**src/rtl/ysyx_23060184_mem_arbiter_if.sv**
```systemverilog
// Signal bundle around the memory arbiter: IFU and LSU request/response
// channels on one side, the shared memory slave port on the other.
interface ysyx_23060184_mem_arbiter_if #(
    parameter int unsigned ADDR_W = 32,
    parameter int unsigned DATA_W = 32
);
    logic              ifu_req_valid;
    logic              ifu_req_ready;
    logic [ADDR_W-1:0] ifu_addr;
    logic              ifu_rsp_valid;
    logic              ifu_rsp_ready;
    logic [DATA_W-1:0] ifu_rdata;
    logic              ifu_rsp_err;

    logic              lsu_req_valid;
    logic              lsu_req_ready;
    logic [ADDR_W-1:0] lsu_addr;
    logic              lsu_wen;
    logic [DATA_W-1:0] lsu_wdata;
    logic [3:0]        lsu_wmask;
    logic              lsu_rsp_valid;
    logic              lsu_rsp_ready;
    logic [DATA_W-1:0] lsu_rdata;
    logic              lsu_rsp_err;

    logic              s_req_valid;
    logic              s_req_ready;
    logic [ADDR_W-1:0] s_addr;
    logic              s_wen;
    logic [DATA_W-1:0] s_wdata;
    logic [3:0]        s_wmask;
    logic              s_rsp_valid;
    logic              s_rsp_ready;
    logic [DATA_W-1:0] s_rdata;

    // Arbiter view: serves the two CPU masters and masters the memory slave.
    modport master (
        input  ifu_req_valid, ifu_addr, ifu_rsp_ready,
               lsu_req_valid, lsu_addr, lsu_wen, lsu_wdata, lsu_wmask, lsu_rsp_ready,
               s_req_ready, s_rsp_valid, s_rdata,
        output ifu_req_ready, ifu_rsp_valid, ifu_rdata, ifu_rsp_err,
               lsu_req_ready, lsu_rsp_valid, lsu_rdata, lsu_rsp_err,
               s_req_valid, s_addr, s_wen, s_wdata, s_wmask, s_rsp_ready
    );

    // Surrounding view: fetch/load-store stages and the memory model.
    modport slave (
        output ifu_req_valid, ifu_addr, ifu_rsp_ready,
               lsu_req_valid, lsu_addr, lsu_wen, lsu_wdata, lsu_wmask, lsu_rsp_ready,
               s_req_ready, s_rsp_valid, s_rdata,
        input  ifu_req_ready, ifu_rsp_valid, ifu_rdata, ifu_rsp_err,
               lsu_req_ready, lsu_rsp_valid, lsu_rdata, lsu_rsp_err,
               s_req_valid, s_addr, s_wen, s_wdata, s_wmask, s_rsp_ready
    );
endinterface

```
**src/rtl/ysyx_23060184_mem_arbiter.sv**
```systemverilog
// Two-master (IFU, LSU) to one-slave memory arbiter. Round-robin on ties,
// one transaction in flight, per-transaction timeout yielding an error reply.
module ysyx_23060184_mem_arbiter #(
    parameter int unsigned ADDR_W  = 32,
    parameter int unsigned DATA_W  = 32,
    parameter int unsigned TIMEOUT = 255
) (
    input  logic                        clk,
    input  logic                        reset,
    ysyx_23060184_mem_arbiter_if.master bus
);
    typedef enum logic [1:0] { IDLE, REQ, WAIT, RESP } state_t;
    typedef enum logic { GNT_IFU, GNT_LSU } gnt_t;

    // Budget is spent once the timer sits at TIMEOUT-1 or beyond; using >=
    // also covers a request handshake landing on the expiry cycle, so the
    // following WAIT cycle still times out unless the response arrives.
    localparam logic [7:0] TIMER_LAST = 8'(TIMEOUT - 1);

    state_t            state;
    gnt_t              gnt;
    gnt_t              last_grant;
    logic [7:0]        timer;
    logic [ADDR_W-1:0] addr_q;
    logic              wen_q;
    logic [DATA_W-1:0] wdata_q;
    logic [3:0]        wmask_q;
    logic [DATA_W-1:0] rdata_q;
    logic              err_q;
    logic              s_req_valid_q;
    logic              s_rsp_ready_q;
    logic              ifu_rsp_valid_q;
    logic              lsu_rsp_valid_q;

    logic pick_ifu;
    logic pick_lsu;
    logic accept_ifu;
    logic accept_lsu;
    logic expired;
    logic rsp_done;

    // Round-robin pick: a lone requester wins, a tie goes to the one that did not win last.
    always_comb begin
        pick_ifu   = bus.ifu_req_valid && (!bus.lsu_req_valid || last_grant == GNT_LSU);
        pick_lsu   = bus.lsu_req_valid && !pick_ifu;
        accept_ifu = !reset && (state == IDLE) && pick_ifu;
        accept_lsu = !reset && (state == IDLE) && pick_lsu;
        expired    = timer >= TIMER_LAST;
        rsp_done   = (gnt == GNT_IFU) ? bus.ifu_rsp_ready : bus.lsu_rsp_ready;
    end

    // Transaction sequencer: accept, present to slave, collect reply, hand it back.
    always_ff @(posedge clk) begin
        if (reset) begin
            state           <= IDLE;
            gnt             <= GNT_IFU;
            last_grant      <= GNT_LSU;
            timer           <= '0;
            addr_q          <= '0;
            wen_q           <= 1'b0;
            wdata_q         <= '0;
            wmask_q         <= '0;
            rdata_q         <= '0;
            err_q           <= 1'b0;
            s_req_valid_q   <= 1'b0;
            s_rsp_ready_q   <= 1'b0;
            ifu_rsp_valid_q <= 1'b0;
            lsu_rsp_valid_q <= 1'b0;
        end else begin
            case (state)
                IDLE: begin
                    if (accept_ifu) begin
                        gnt        <= GNT_IFU;
                        last_grant <= GNT_IFU;
                        addr_q     <= bus.ifu_addr;
                        wen_q      <= 1'b0;
                        wdata_q    <= '0;
                        wmask_q    <= '0;
                    end else if (accept_lsu) begin
                        gnt        <= GNT_LSU;
                        last_grant <= GNT_LSU;
                        addr_q     <= bus.lsu_addr;
                        wen_q      <= bus.lsu_wen;
                        wdata_q    <= bus.lsu_wdata;
                        wmask_q    <= bus.lsu_wmask;
                    end
                    if (accept_ifu || accept_lsu) begin
                        timer         <= '0;
                        s_req_valid_q <= 1'b1;
                        state         <= REQ;
                    end
                end
                REQ: begin
                    timer <= timer + 8'd1;
                    if (bus.s_req_ready) begin
                        s_req_valid_q <= 1'b0;
                        s_rsp_ready_q <= 1'b1;
                        state         <= WAIT;
                    end else if (expired) begin
                        s_req_valid_q   <= 1'b0;
                        rdata_q         <= '0;
                        err_q           <= 1'b1;
                        ifu_rsp_valid_q <= (gnt == GNT_IFU);
                        lsu_rsp_valid_q <= (gnt == GNT_LSU);
                        state           <= RESP;
                    end
                end
                WAIT: begin
                    timer <= timer + 8'd1;
                    if (bus.s_rsp_valid) begin
                        rdata_q <= wen_q ? '0 : bus.s_rdata;
                        err_q   <= 1'b0;
                    end else if (expired) begin
                        rdata_q <= '0;
                        err_q   <= 1'b1;
                    end
                    if (bus.s_rsp_valid || expired) begin
                        s_rsp_ready_q   <= 1'b0;
                        ifu_rsp_valid_q <= (gnt == GNT_IFU);
                        lsu_rsp_valid_q <= (gnt == GNT_LSU);
                        state           <= RESP;
                    end
                end
                RESP: begin
                    if (rsp_done) begin
                        ifu_rsp_valid_q <= 1'b0;
                        lsu_rsp_valid_q <= 1'b0;
                        state           <= IDLE;
                    end
                end
                default: state <= IDLE;
            endcase
        end
    end

    assign bus.ifu_req_ready = accept_ifu;
    assign bus.lsu_req_ready = accept_lsu;

    assign bus.s_req_valid = s_req_valid_q;
    assign bus.s_rsp_ready = s_rsp_ready_q;
    assign bus.s_addr      = addr_q;
    assign bus.s_wen       = wen_q;
    assign bus.s_wdata     = wdata_q;
    assign bus.s_wmask     = wmask_q;

    // Response fields are gated by the per-master valid so the idle master sees zeros.
    assign bus.ifu_rsp_valid = ifu_rsp_valid_q;
    assign bus.ifu_rdata     = ifu_rsp_valid_q ? rdata_q : '0;
    assign bus.ifu_rsp_err   = ifu_rsp_valid_q & err_q;
    assign bus.lsu_rsp_valid = lsu_rsp_valid_q;
    assign bus.lsu_rdata     = lsu_rsp_valid_q ? rdata_q : '0;
    assign bus.lsu_rsp_err   = lsu_rsp_valid_q & err_q;
endmodule

```
**src/flat_wrapper.sv**
```systemverilog
// flat-port wrapper written by rule: the top's interface ports become plain ports
module ysyx_23060184_mem_arbiter_flat 
#(
    parameter int unsigned ADDR_W  = 32,
    parameter int unsigned DATA_W  = 32,
    parameter int unsigned TIMEOUT = 255
)
  (clk, reset, bus_ifu_req_valid, bus_ifu_addr, bus_ifu_rsp_ready, bus_lsu_req_valid, bus_lsu_addr, bus_lsu_wen, bus_lsu_wdata, bus_lsu_wmask, bus_lsu_rsp_ready, bus_s_req_ready, bus_s_rsp_valid, bus_s_rdata, bus_ifu_req_ready, bus_ifu_rsp_valid, bus_ifu_rdata, bus_ifu_rsp_err, bus_lsu_req_ready, bus_lsu_rsp_valid, bus_lsu_rdata, bus_lsu_rsp_err, bus_s_req_valid, bus_s_addr, bus_s_wen, bus_s_wdata, bus_s_wmask, bus_s_rsp_ready);
  ysyx_23060184_mem_arbiter_if #(.ADDR_W(ADDR_W), .DATA_W(DATA_W)) bus_i ();
  input  logic clk;
  input  logic reset;
  input wire logic [$bits(bus_i.ifu_req_valid)-1:0] bus_ifu_req_valid;
  input wire logic [$bits(bus_i.ifu_addr)-1:0] bus_ifu_addr;
  input wire logic [$bits(bus_i.ifu_rsp_ready)-1:0] bus_ifu_rsp_ready;
  input wire logic [$bits(bus_i.lsu_req_valid)-1:0] bus_lsu_req_valid;
  input wire logic [$bits(bus_i.lsu_addr)-1:0] bus_lsu_addr;
  input wire logic [$bits(bus_i.lsu_wen)-1:0] bus_lsu_wen;
  input wire logic [$bits(bus_i.lsu_wdata)-1:0] bus_lsu_wdata;
  input wire logic [$bits(bus_i.lsu_wmask)-1:0] bus_lsu_wmask;
  input wire logic [$bits(bus_i.lsu_rsp_ready)-1:0] bus_lsu_rsp_ready;
  input wire logic [$bits(bus_i.s_req_ready)-1:0] bus_s_req_ready;
  input wire logic [$bits(bus_i.s_rsp_valid)-1:0] bus_s_rsp_valid;
  input wire logic [$bits(bus_i.s_rdata)-1:0] bus_s_rdata;
  output wire logic [$bits(bus_i.ifu_req_ready)-1:0] bus_ifu_req_ready;
  output wire logic [$bits(bus_i.ifu_rsp_valid)-1:0] bus_ifu_rsp_valid;
  output wire logic [$bits(bus_i.ifu_rdata)-1:0] bus_ifu_rdata;
  output wire logic [$bits(bus_i.ifu_rsp_err)-1:0] bus_ifu_rsp_err;
  output wire logic [$bits(bus_i.lsu_req_ready)-1:0] bus_lsu_req_ready;
  output wire logic [$bits(bus_i.lsu_rsp_valid)-1:0] bus_lsu_rsp_valid;
  output wire logic [$bits(bus_i.lsu_rdata)-1:0] bus_lsu_rdata;
  output wire logic [$bits(bus_i.lsu_rsp_err)-1:0] bus_lsu_rsp_err;
  output wire logic [$bits(bus_i.s_req_valid)-1:0] bus_s_req_valid;
  output wire logic [$bits(bus_i.s_addr)-1:0] bus_s_addr;
  output wire logic [$bits(bus_i.s_wen)-1:0] bus_s_wen;
  output wire logic [$bits(bus_i.s_wdata)-1:0] bus_s_wdata;
  output wire logic [$bits(bus_i.s_wmask)-1:0] bus_s_wmask;
  output wire logic [$bits(bus_i.s_rsp_ready)-1:0] bus_s_rsp_ready;
  assign bus_i.ifu_req_valid = bus_ifu_req_valid;
  assign bus_i.ifu_addr = bus_ifu_addr;
  assign bus_i.ifu_rsp_ready = bus_ifu_rsp_ready;
  assign bus_i.lsu_req_valid = bus_lsu_req_valid;
  assign bus_i.lsu_addr = bus_lsu_addr;
  assign bus_i.lsu_wen = bus_lsu_wen;
  assign bus_i.lsu_wdata = bus_lsu_wdata;
  assign bus_i.lsu_wmask = bus_lsu_wmask;
  assign bus_i.lsu_rsp_ready = bus_lsu_rsp_ready;
  assign bus_i.s_req_ready = bus_s_req_ready;
  assign bus_i.s_rsp_valid = bus_s_rsp_valid;
  assign bus_i.s_rdata = bus_s_rdata;
  assign bus_ifu_req_ready = bus_i.ifu_req_ready;
  assign bus_ifu_rsp_valid = bus_i.ifu_rsp_valid;
  assign bus_ifu_rdata = bus_i.ifu_rdata;
  assign bus_ifu_rsp_err = bus_i.ifu_rsp_err;
  assign bus_lsu_req_ready = bus_i.lsu_req_ready;
  assign bus_lsu_rsp_valid = bus_i.lsu_rsp_valid;
  assign bus_lsu_rdata = bus_i.lsu_rdata;
  assign bus_lsu_rsp_err = bus_i.lsu_rsp_err;
  assign bus_s_req_valid = bus_i.s_req_valid;
  assign bus_s_addr = bus_i.s_addr;
  assign bus_s_wen = bus_i.s_wen;
  assign bus_s_wdata = bus_i.s_wdata;
  assign bus_s_wmask = bus_i.s_wmask;
  assign bus_s_rsp_ready = bus_i.s_rsp_ready;
  ysyx_23060184_mem_arbiter #(.ADDR_W(ADDR_W), .DATA_W(DATA_W), .TIMEOUT(TIMEOUT)) u_core (.clk(clk), .reset(reset), .bus(bus_i));
endmodule
```
**config.mk**
```make
export PLATFORM = sky130hd
export DESIGN_NAME = ysyx_23060184_mem_arbiter_flat
export DESIGN_NICKNAME = d
export VERILOG_FILES = /design/src/rtl/ysyx_23060184_mem_arbiter_if.sv /design/src/rtl/ysyx_23060184_mem_arbiter.sv /design/src/flat_wrapper.sv
export SDC_FILE = /design/constraint.sdc
export NUM_CORES = 1
export LEC_CHECK = 0
export CORE_MARGIN = 5
export CORE_UTILIZATION = 36
export DETAILED_ROUTE_END_ITERATION = 10
export GPL_ROUTABILITY_DRIVEN = 0
export PLACE_DENSITY_LB_ADDON = 0.2
export SETUP_SLACK_MARGIN = 0.4
export SLEW_MARGIN = 25
export SYNTH_ARGS = -nofsm -noshare
export SYNTH_HDL_FRONTEND = slang
export SYNTH_SLANG_ARGS = --single-unit
export TNS_END_PERCENT = 50
```
**constraint.sdc**
```tcl
create_clock -name clk -period 1.55 [get_ports clk]
set_input_delay 0.31 -clock clk [delete_from_list [all_inputs] [get_ports clk]]
set_output_delay 0.31 -clock clk [all_outputs]
set_load 0.05 [all_outputs]
```
* Word level (Yosys, flattened, before mapping)
Cells that the tools add are included.
Widths: inputs -> output; s select.
** Cells by class
- Add/sub/neg operators :: 1
- Magnitude comparators :: 1
- Eq/ne operators :: 10
- Multiplexer cells :: 46
- Bitwise logic cells :: 3
- Reduce and logical (&&, ||, !) cells :: 25
** Operators by type and width (number)
- $mux 32 :: 10
- $pmux 32 s2 :: 1
- $mux 1 :: 20
- $pmux 8 s2 :: 1
- $mux 2 :: 5
- $add 8x1->8 const B :: 1
- $ge 8x8->1 const B :: 1
- $mux 4 :: 2
- $mux 8 :: 1
- $pmux 2 s4 :: 1
- $reduce_bool 2->1 :: 4
- $ne 2x1->1 const B :: 3
- $ne 2x2->1 const B :: 3
- $pmux 1 s2 :: 3
- $pmux 1 s3 :: 2
- $reduce_and 2->1 :: 3
- $reduce_and 3->1 :: 2
- $logic_and 1x1->1 :: 5
- $reduce_and 5->1 :: 1
- $eq 2x2->1 const B :: 2
- $reduce_and 4->1 :: 1
- $logic_not 1->1 :: 3
- $logic_or 1x1->1 :: 3
- $ne 3x2->1 const B :: 1
- 6 further kinds :: 7
** Word-level totals
- Bits in registers :: 118
- Output and inout port bits :: 141
- Word-level logic and storage cells :: 100

* Logic depth before layout (Yosys ltp)
Gate-level depths: netlist of run 1.
- Word-level depth :: 9
- Gate-level depth with buffers :: 9
- Mapped depth without buffers :: 7

* Worst setup path after synthesis of run 1
No wires, ideal clock.
- Path type :: flip-flop to flip-flop
- Start :: register u_core.state[0]
- End :: register u_core.wdata_q[2] (netlist: u_core.bus.s_wdata[2])
- Setup time :: 0.067 ns
- Arrival time :: 1.978 ns
- Data required time :: 1.483 ns
- Path slack :: -0.495 ns
- Stages on the path, launching flop included :: 9
- Path buffers :: 1
- Period minus slack after synthesis :: 2.045 ns
- Path through :: dfxtp_1 -> inv_1 -> ha_1 -> inv_2 -> nor2_2 -> and3_1 -> clkbuf_1 -> a22oi_1 -> nor2_1
** On the way
- Longest elaborated chain between the ends :: 5
- Elaborated cells between the ends (all ways) :: 7
** Ends and longest elaborated chain
- start: declaration :: RTL line ysyx_23060184_mem_arbiter.sv:20 : state_t state;
- start signal: assignment :: RTL line ysyx_23060184_mem_arbiter.sv:55 : state <= IDLE;
- start signal: assignment :: RTL line ysyx_23060184_mem_arbiter.sv:90 : state <= REQ;
- start signal: assignment :: RTL line ysyx_23060184_mem_arbiter.sv:98 : state <= WAIT;
- $logic_not 2->1 :: RTL line ysyx_23060184_mem_arbiter.sv:47 : accept_lsu = !reset && (state == IDLE) && pick_lsu;
- $logic_and 1x1->1 (2 in a row) :: RTL line ysyx_23060184_mem_arbiter.sv:47
- via bus_lsu_req_ready :: RTL line flat_wrapper.sv:28 : output wire logic [$bits(bus_i.lsu_req_ready)-1:0] bus_lsu_req_ready;
- $reduce_bool 2->1 (no line)
- $reduce_and 2->1 (no line)
- end signal: assignment :: RTL line ysyx_23060184_mem_arbiter.sv:84 : wdata_q <= bus.lsu_wdata;
- end: declaration :: RTL line ysyx_23060184_mem_arbiter.sv:26 : logic [DATA_W-1:0] wdata_q;
The timed path passes the listed nets, and every way through them passes these cells.
A chain may end at the register's enable or synchronous reset.

* Worst setup path after layout of run 1
- Start :: register u_core.state[1]
- End :: register u_core.rdata_q[7]
** On the way
- Longest elaborated chain between the ends :: 3
- Elaborated cells between the ends (all ways) :: 6
** Ends and longest elaborated chain
- $eq 2x1->1 or $eq 2x2->1 (tied branches) :: RTL line ysyx_23060184_mem_arbiter.sv:70 : case (state)
- $ne 2x2->1 (no line) or $reduce_bool 2->1 (tied branches)
- $reduce_and 2->1 (no line)
- end signal: assignment :: RTL line ysyx_23060184_mem_arbiter.sv:111 : rdata_q <= wen_q ? '0 : bus.s_rdata;
- end: declaration :: RTL line ysyx_23060184_mem_arbiter.sv:28 : logic [DATA_W-1:0] rdata_q;
Parallel ways exist; a longest one is shown, timed or not.

==> reports/metrics.cfg, run 1 <==
[grt]
grt_overflow=0
grt_pass1_vias=6926
antenna_found_initial=0
grt_start_max_net_pins=38
grt_pass1_wl_mm=37.87
grt_usage=0.2701

[synthesis]
synth_top_area_frac=0.4457
synth-seq-cells=118
avgSynthCellArea_um2=8.746
synthCells=606
synth-edff-count=0
synth_area_um2=5300
synth-main-ff-cell=dfxtp_1
syn_nets=753
synth.area.top_cells=dfxtp_1 (45%), nor2_1 (8.2%), and2_1 (7.8%)
synth_top_cells_by_count=dfxtp_1 (118), nor2_1 (116), and2_1 (66)
netlist.top_cell.by_area=dfxtp_1
yosys_warnings=0
synth_most_common_cell=dfxtp_1
synthDistinctLibCells=41
synth-seq-area-share=0.4457
async_flop_share=0

[worst_hold_path]
hold_path.class=in -> reg
holdPathStages=2
worstHoldStart=reset
hold_end=u_core.timer[0]

[placed_design]
portBuffers=281
place_inst=1071
dpl_cell_area_um2=9345
preCtsSetupSlack_ns=-0.3381
hpwl_mm=13.57

[sta]
finalSetupViolations=146
period_needed_ns=2.042
whs_ns=0.1768
achievable-frequency_mhz=489.7
drv_slew=0
post-route-period-util=1.317
rsz0062_at_grt=true
fin_skew_ns=0.009210
fin_setup_tns_ns=-27.32
finalHoldViolCount=0
fin_ws_ns=-0.4921
relSlewSlack=0.6507
tightestPinTransition_ns=0.5240

[cells_and_area]
fin_nets=1123
num-fill-cells=672
area_growth_pct=133.0
drive_above_1_share=0.5497
diodes=0
fin_area_um2=12350
finalNonFillerCells=1170
final_util=0.8527

[setup_path]
crit_family=buffers and inverters
crit_top_cell=buf_6
r2r_cells=13
ff2ff_setup_slack_ns=-0.49
start_kind=flip-flop
crit_chain=inv_2, buf_6, buf_6, ha_4, nand2_4, nand4_1, buf_6, buf_6, buf_6, buf_16, nor3b_2, a21oi_1, nor2_1
critical_path.max_stage_delay_ns=0.34
slowest_stage=dfxtp_2
r2r-start=u_core.state[1]
crit_path_end_kind=flip-flop
arrival_ns=2.38
worst_ep_required_time_ns=1.88
crit_buf_inv=7
r2r_end=u_core.rdata_q[7]
crit_type=reg -> reg
crit_fanout=8

[run_status]
outcome=complete, but fails checks
violations=negative setup slack

[clock_network]
htree_levels=4
worstSkewPairLatency_ns=0.41
cts_tree=yes
clock_path_buffers=2
cts_inserted_buffers=17
cts-root-buf=clkbuf_16
path_clk_slew_ns=0.06
clkSinkCount=118
ctsHoldBuffers=0

[routing]
wl_met1_mm=10.14
via_per_inst=5.528
drt_first_pass_iters=5
drc=0
drt_iter0_markers=452
wl_met2_mm=14.36
routed_wl_mm=27.32
routed.top_layer=met4
wl_per_cell_um=23.35
dr_wl_met3_mm=1.770
vias=6468
antenna_left=0

[run]
maxCapViolCount=0

[floorplan]
die_h_um=131.3
initial_utilization=0.3661
io_pins=282
die-area_um2=17250
core-area_um2=14480
rows=44
fp.dieW_um=131.3

[pwr]
vdd_drop_max_mv=0.8502
finalPower_mw=16.15
p_per_area_nw_per_um2=1308
p_leak_nw=4.809

-- state kept, by name, summed over array words and instances (netlist names), 2 cells and up --
register and flops:
u_core.rdata_q 32, u_core.state 2, u_core.bus.s_wdata 32, u_core.timer 8, u_core.bus.s_wmask 4, u_core.bus.s_addr 32
-- routing by layer --
layer	GRT usage	vias up
met5	0	-
met4	0.1017	0
met3	0.07683	85
met2	0.5003	352
met1	0.2895	3178
li1	-	2853
-- worst reg2reg max path, delay by kind of cell (launching register included) --
kind | cells | cell delay, ns
buf+inv | 7 | 0.84
simple gates | 4 | 0.50
flops | 1 | 0.34
fa+ha+maj | 1 | 0.16
compound gates | 1 | 0.10
-- where the power goes --
part	internal, mW	leakage, nW	switching [mW]
Clock	2.42	0.281	1.36
Sequential	3.52	0.986	0.467
Combinational	4.13	3.54	4.25
-- cells by family after synthesis --
kind of cell               after synthesis  synth area share
AOI/OAI and AO/OA                      131            0.1643
buffers and inverters                   56           0.05453
DFF                                    118            0.4457
and+or+nand+nor                        258            0.2512
adders and majority gates                6           0.01416
muxes                                   37           0.07011
-- cells in the final DEF (no fill, tap or decap), types with 19 or more instances in the layout --
cell type / instances
buf_12: 96
a22oi_2: 30
dfxtp_2: 41
nor3b_2: 21
a211oi_1: 24
a21oi_1: 21
nor2_1: 110
clkbuf_16: 22
and2_4: 66
buf_6: 58
buf_4: 52
mux2i_1: 27
buf_8: 32
clkdlybuf4s50_1: 139
a21oi_2: 19
dfxtp_1: 69
-- timing repair --
action	4_1_cts	5_1_grt
pin swaps	109	51
endpoints found under the setup margin	259	259
setup buffers	42	6
gates resized for setup	298	77
cloned	17	5
-- worst max-delay path by stage --
stage | cells past startpoint | start | endpoint
3_3_place_gp | 6 | bus_lsu_req_valid | bus_ifu_req_ready
3_5_place_dp | 7 | bus_lsu_req_valid | u_core.bus.s_addr[23]
4_1_cts | 7 | u_core.state[0] | bus_ifu_req_ready
6_report | 13 | u_core.state[1] | u_core.rdata_q[7]
2_1_floorplan | 9 | u_core.state[1] | u_core.bus.s_addr[24]
5_1_grt | 13 | u_core.state[1] | u_core.rdata_q[19]
-- cell type report --
type / count / area [um2] / area share
tap: 184 / 230.2 / 0.01865
clock inverter: 4 / 45.04 / 0.003648
sequential: 118 / 2444 / 0.1979
inverter: 7 / 28.78 / 0.002331
multi-input combinational: 432 / 3649 / 0.2955
clock buffer: 25 / 515.5 / 0.04175
timing repair buffer: 400 / 5435 / 0.4402
Power figures use the tool's default switching activity.
==> inputs of run 2 (changes only) <==
CORE_UTILIZATION = 37   (was 36)
CTS_BUF_LIST = sky130_fd_sc_hd__clkbuf_4 sky130_fd_sc_hd__clkbuf_8   (was not set)
GPL_ROUTABILITY_DRIVEN = not set   (was 0)
SLEW_MARGIN = not set   (was 25)
==> run 2 against run 1 <==
  * The flow still finishes with violations (negative setup slack)
  * Final cell count stayed put
  * Count of clock-buffer cells in the layout decreased by 3
  * Via count up 1.6%
  * Global-route usage down 0.38 points
  * Highest routed layer unchanged
==> reports/metrics.cfg, run 2 (synthesis gave the netlist of run 1 again) <==
[placed_design]
portBuffers=281  ; unchanged
place_inst=1062  ; was 1071
hpwl_mm=13.34  ; was 13.57 mm
gp_congestion=0.8236

[routing]
wl_per_cell_um=23.77  ; was 23.35 um
drc=0  ; unchanged
vias=6570  ; was 6468
drt_first_pass_iters=7  ; was 5
via_per_inst=5.615  ; was 5.528
antenna_left=0  ; unchanged
drt_iter0_markers=404  ; was 452
routed_wl_mm=27.81  ; was 27.32 mm

[sta]
fin_skew_ns=0.02035  ; was 0.009210 ns
relSlewSlack=0.5754  ; was 0.6507
period_needed_ns=2.015  ; was 2.042 ns
rsz0062_at_grt=true  ; unchanged
fin_ws_ns=-0.4654  ; was -0.4921 ns
finalSetupViolations=182  ; was 146
tightestPinTransition_ns=0.6368  ; was 0.5240 ns
finalHoldViolCount=0  ; unchanged
drv_slew=0  ; unchanged
post-route-period-util=1.300  ; was 1.317
achievable-frequency_mhz=496.2  ; was 489.7 MHz

[floorplan]
core-area_um2=13990  ; was 14480 um2
io_pins=282  ; unchanged
die-area_um2=16820  ; was 17250 um2
fp.dieW_um=129.7  ; was 131.3 um
initial_utilization=0.3789  ; was 0.3661
die_h_um=129.7  ; was 131.3 um
rows=43  ; was 44

[cells_and_area]
layout_common_cells=clkdlybuf4s50_1 (139), dfxtp_1 (105), nor2_1 (102)  ; was clkdlybuf4s50_1 (139), nor2_1 (110), buf_12 (96)
fin_nets=1124  ; was 1123
area_growth_pct=129.3  ; was 133.0%
layout_commonest_cell=clkdlybuf4s50_1  ; unchanged
seq_area_um2=2386  ; was 2444 um2
drive_above_1_share=0.5288  ; was 0.5497
finalNonFillerCells=1170  ; unchanged
num-fill-cells=622  ; was 672
multiInputGateArea_um2=3756  ; was 3649 um2

[clock_network]
ctsHoldBuffers=0  ; unchanged
clkSinkCount=118  ; unchanged
cts_inserted_buffers=17  ; unchanged
worstSkewPairLatency_ns=0.44  ; was 0.41 ns
cts-root-buf=clkbuf_8  ; was clkbuf_16
clock_path_buffers=2  ; unchanged
htree_levels=4  ; unchanged
cts_tree=yes  ; unchanged
path_clk_slew_ns=0.08  ; was 0.06 ns

[worst_hold_path]
worstHoldStart=reset  ; unchanged
holdPathStages=3  ; was 2
hold_end=u_core.state[1]  ; was u_core.timer[0]
hold_path.class=in -> reg  ; unchanged

[setup_path]
crit_fanout=8  ; unchanged
r2r-start=u_core.state[0]  ; was u_core.state[1]
arrival_ns=2.37  ; was 2.38 ns
r2r_cells=12  ; was 13
worst_ep_required_time_ns=1.90  ; was 1.88 ns
ff2ff_setup_slack_ns=-0.47  ; was -0.49 ns
r2r_end=u_core.rdata_q[7]  ; unchanged
crit_type=reg -> reg  ; unchanged
crit_path_end_kind=flip-flop  ; unchanged
start_kind=flip-flop  ; unchanged

[grt]
grt_pass1_vias=6347  ; was 6926
grt_pass1_wl_mm=34.86  ; was 37.87 mm
grt_usage=0.2662  ; was 0.2701
grt_start_max_net_pins=49  ; was 38
grt_overflow=0  ; unchanged
antenna_found_initial=1  ; was 0

[run_status]
outcome=complete, but fails checks  ; unchanged
violations=negative setup slack  ; unchanged

[pwr]
finalPower_mw=15.64  ; was 16.15 mW
vdd_drop_max_mv=0.7963  ; was 0.8502 mV
p_per_area_nw_per_um2=1286  ; was 1308 nW/um2
p_leak_nw=4.732  ; was 4.809 nW

[run]
maxCapViolCount=0  ; unchanged

run 2: cell types whose count changed in the layout (fill, tap and decap cells not counted), sizes merged:
cell      delta
buf          -2
bufinv       +3
clkinvlp     +2
diode        +1
run 2: final cells by class:
type,count,area share
Timing Repair Buffer,401,0.4379
Clock inverter,9,0.01235
Multi-Input combinational cell,432,0.3090
Antenna cell,1,0.0002059
Inverter,7,0.002367
Sequential cell,118,0.1963
Tap cell,180,0.01853
Clock buffer,22,0.02337
run 2: repair_timing:
item	CTS	global route
gates resized for setup	146	169
cloned	15	8
endpoints found under the setup margin	259	259
endpoints found under the hold margin	0	0
setup buffers	33	20
pin swaps	45	88
run 2: metal layers:
metal  global-route usage  wire length (um)  vias up
li1                     -                 -     2860
met2               0.4826             14750      383
met1               0.3066              9903     3227
met3              0.06348              1927      100
met5                    0                 0        -
met4              0.08924              1228        0
run 2: power by group:
group          internal (mW)  switching [mW]  total, mW
clock network           1.87            1.29       3.16
logic                   4.10            4.38       8.48
registers               3.50           0.497       3.99
total                   9.48            6.16       15.6
run 2: worst max path at each step:
stage | from | end | depth (start not counted)
5_1_grt | u_core.state[0] | u_core.rdata_q[7] | 12
3_3_place_gp | bus_ifu_req_valid | u_core.bus.s_addr[6] | 7
4_1_cts | u_core.state[0] | bus_ifu_req_ready | 7
3_5_place_dp | bus_ifu_req_valid | u_core.bus.s_addr[16] | 7
2_1_floorplan | u_core.state[1] | u_core.bus.s_addr[24] | 9
6_report | u_core.state[0] | u_core.rdata_q[7] | 12
run 2: worst max-delay path: stages, from the launching register on:
cell and delay, ns:
dfxtp_2 0.33, inv_2 0.08, buf_4 0.12, buf_6 0.10, ha_4 0.14, buf_6 0.11
nand4_1 0.13, buf_6 0.18, buf_12 0.13, buf_16 0.15, nor3b_4 0.21, a21oi_2 0.06
nor2_1 0.18
run 2: stage by stage:
stage / hold WS [ns] / setup TNS, ns / worst slack, ns / cell area (um2) / utilization
after floorplan: 0.4590 / -0.1523 / -0.01154 / 5558 / -
after global placement: 0.4690 / -23.51 / -0.2845 / 9265 / 0.6623
after detailed placement: 0.4870 / -28.37 / -0.3831 / 9265 / 0.6623
after CTS: 0.2552 / -17.58 / -0.3646 / 11050 / 0.7901
after global routing: 0.2706 / -46.08 / -0.5355 / 12160 / 0.8690
final: 0.3085 / -37.41 / -0.4654 / 12160 / 0.8690
==> inputs of run 3 (changes only) <==
CORE_UTILIZATION = 36   (was 37)
CTS_BUF_LIST = sky130_fd_sc_hd__clkbuf_16   (was sky130_fd_sc_hd__clkbuf_4 sky130_fd_sc_hd__clkbuf_8)
==> run 3 against run 2 <==
  * The run still ends with negative setup slack left
  * Sequential share of layout area rose by 0.20 points
  * Final area increased by 0.94%
  * Combinational power is 3.5% lower
  * Total power hardly changed
  * Die area is 2.6% higher
  * First-iteration DRC count down 17%
  * Largest power group unchanged
==> reports/metrics.cfg, run 3 (synthesis gave the netlist of run 1 again) <==
[routing]
wl_per_cell_um=22.12  ; was 23.77 um
drt_first_pass_iters=5  ; was 7
routed_wl_mm=25.90  ; was 27.81 mm
antenna_left=0  ; unchanged
drc=0  ; unchanged
via_per_inst=5.429  ; was 5.615
drt_iter0_markers=335  ; was 404
vias=6357  ; was 6570

[setup_path]
crit_path_end_kind=flip-flop  ; unchanged
crit_fanout=8  ; unchanged
worst_ep_required_time_ns=1.88  ; was 1.90 ns
start_kind=flip-flop  ; unchanged
crit_type=reg -> reg  ; unchanged
arrival_ns=2.29  ; was 2.37 ns

[placed_design]
portBuffers=281  ; unchanged
gp_congestion=0.7973  ; was 0.8236
preCtsSetupSlack_ns=-0.3381  ; was -0.3831 ns
hpwl_mm=13.57  ; was 13.34 mm

[pwr]
power_frac_seq=0.255  ; about the same
power.share.clock=0.222  ; was 0.202
p_leak_nw=4.779  ; was 4.732 nW
power_frac_comb=0.524  ; was 0.542
netSwitchingPower_mw=5.945  ; was 6.161 mW
vdd_drop_max_mv=0.8599  ; was 0.7963 mV
swShare=0.3805  ; was 0.3940
internal_power_mw=9.680  ; was 9.475 mW
p_per_area_nw_per_um2=1273  ; was 1286 nW/um2
finalPower_mw=15.62  ; was 15.64 mW

[sta]
finalHoldViolCount=0  ; unchanged
fin_skew_ns=0.02001  ; was 0.02035 ns
fin_ws_ns=-0.4074  ; was -0.4654 ns
rsz0062_at_grt=true  ; unchanged
fin_setup_tns_ns=-22.46  ; was -37.41 ns
drv_slew=0  ; unchanged
relSlewSlack=0.6473  ; was 0.5754
whs_ns=0.2163  ; was 0.3085 ns
finalSetupViolations=144  ; was 182
achievable-frequency_mhz=510.9  ; was 496.2 MHz
post-route-period-util=1.263  ; was 1.300
tightestPinTransition_ns=0.5291  ; was 0.6368 ns
period_needed_ns=1.957  ; was 2.015 ns

[cells_and_area]
fin_nets=1124  ; unchanged
final_util=0.8474  ; was 0.8690
area_growth_pct=131.5  ; was 129.3%
layout_common_cells=clkdlybuf4s50_1 (139), nor2_1 (108), buf_12 (94)  ; was clkdlybuf4s50_1 (139), dfxtp_1 (105), nor2_1 (102)
drive_above_1_share=0.5451  ; was 0.5288
diodes=0  ; was 1
layout_commonest_cell=clkdlybuf4s50_1  ; unchanged

[floorplan]
core-area_um2=14480  ; was 13990 um2
die-area_um2=17250  ; was 16820 um2
die_h_um=131.3  ; was 129.7 um
io_pins=282  ; unchanged
initial_utilization=0.3661  ; was 0.3789
fp.dieW_um=131.3  ; was 129.7 um
rows=44  ; was 43

[run_status]
violations=negative setup slack  ; unchanged
outcome=complete, but fails checks  ; unchanged

[clock_network]
path_clk_slew_ns=0.06  ; was 0.08 ns
cts_tree=yes  ; unchanged
htree_levels=4  ; unchanged
cts-root-buf=clkbuf_16  ; was clkbuf_8
cts_inserted_buffers=17  ; unchanged
ctsHoldBuffers=0  ; unchanged
worstSkewPairLatency_ns=0.41  ; was 0.44 ns
clock_path_buffers=2  ; unchanged
clkSinkCount=118  ; unchanged

[grt]
antenna_found_initial=0  ; was 1
grt_start_max_net_pins=65  ; was 49
grt_pass1_wl_mm=36.86  ; was 34.86 mm
grt_overflow=0  ; unchanged
grt_pass1_vias=6725  ; was 6347
grt_usage=0.2617  ; was 0.2662

[run]
maxCapViolCount=0  ; unchanged

[worst_hold_path]
hold_path.class=in -> reg  ; unchanged

==> run 3: cell types whose count changed in the layout (fill, tap and decap cells not counted), sizes merged <==
| cell | previous run | this run |
|---|---|---|
| clkbuf | 30 | 24 |
| clkinvlp | 2 | 0 |
| bufinv | 4 | 1 |
| diode | 1 | 0 |
| inv | 7 | 9 |
| buf | 254 | 255 |
| clkinv | 3 | 9 |
==> run 3: timing repair <==
action | CTS | global route
pin swaps | 108 | 61
setup endpoints to repair | 259 | 259
resized for setup | 298 | 68
buffers inserted | 41 | 8
cloned | 15 | 7
hold endpoints to repair | 0 | 0
==> run 3: area by class of cell <==
type | instances | area (um2)
Clock buffer | 17 | 425.4
Clock inverter | 12 | 75.07
Fill cell | 674 | 2210
Inverter | 7 | 28.78
Multi-Input combinational cell | 432 | 3661
Sequential cell | 118 | 2432
Tap cell | 184 | 230.2
Timing Repair Buffer | 401 | 5416
==> run 3: power groups by stage <==
stage	Clock (mW)	Sequential, mW	Combinational (mW)
after global placement	0	3.96	4.94
after detailed placement	0	3.99	5.06
after CTS	3.45	3.94	7.23
after floorplan	0	4.99	2.14
final	3.47	3.98	8.18
after global routing	3.65	4.02	8.52
==> run 3: routing by layer <==
layer,part of all wire,vias up,track usage
met5,0,-,0
li1,-,2872,-
met1,0.37,3107,0.2980
met2,0.53,315,0.4783
met3,0.063,63,0.06843
met4,0.032,0,0.07886
==> run 3: path summary, 6_finish.rpt <==
check / to / slack [ns] / cells past startpoint / start
max reg2reg: u_core.rdata_q[0] / -0.41 / 13 / u_core.state[1]
min reg2reg: u_core.bus.s_wdata[10] / 0.51 / 2 / u_core.bus.s_wdata[10]
max: u_core.rdata_q[0] / -0.41 / 13 / u_core.state[1]
min: u_core.timer[0] / 0.22 / 2 / reset
==> run 3: critical path: stages, from the launching register on <==
cell	delay, ns
dfxtp_2	0.33
inv_2	0.05
buf_6	0.11
buf_6	0.11
ha_4	0.16
nand2_4	0.05
nand4_1	0.11
buf_6	0.16
buf_6	0.11
buf_6	0.13
buf_16	0.15
nor3b_4	0.20
a21oi_2	0.04
nor2_1	0.14
==> run 3: stage by stage <==
| step | cells | cell area, um2 |
|---|---|---|
| after floorplan | 606 | 5558 |
| after global placement | 1071 | 9345 |
| after detailed placement | 1071 | 9345 |
| after CTS | 1156 | 11750 |
| after global routing | 1171 | 12270 |
| final | 1171 | 12270 |
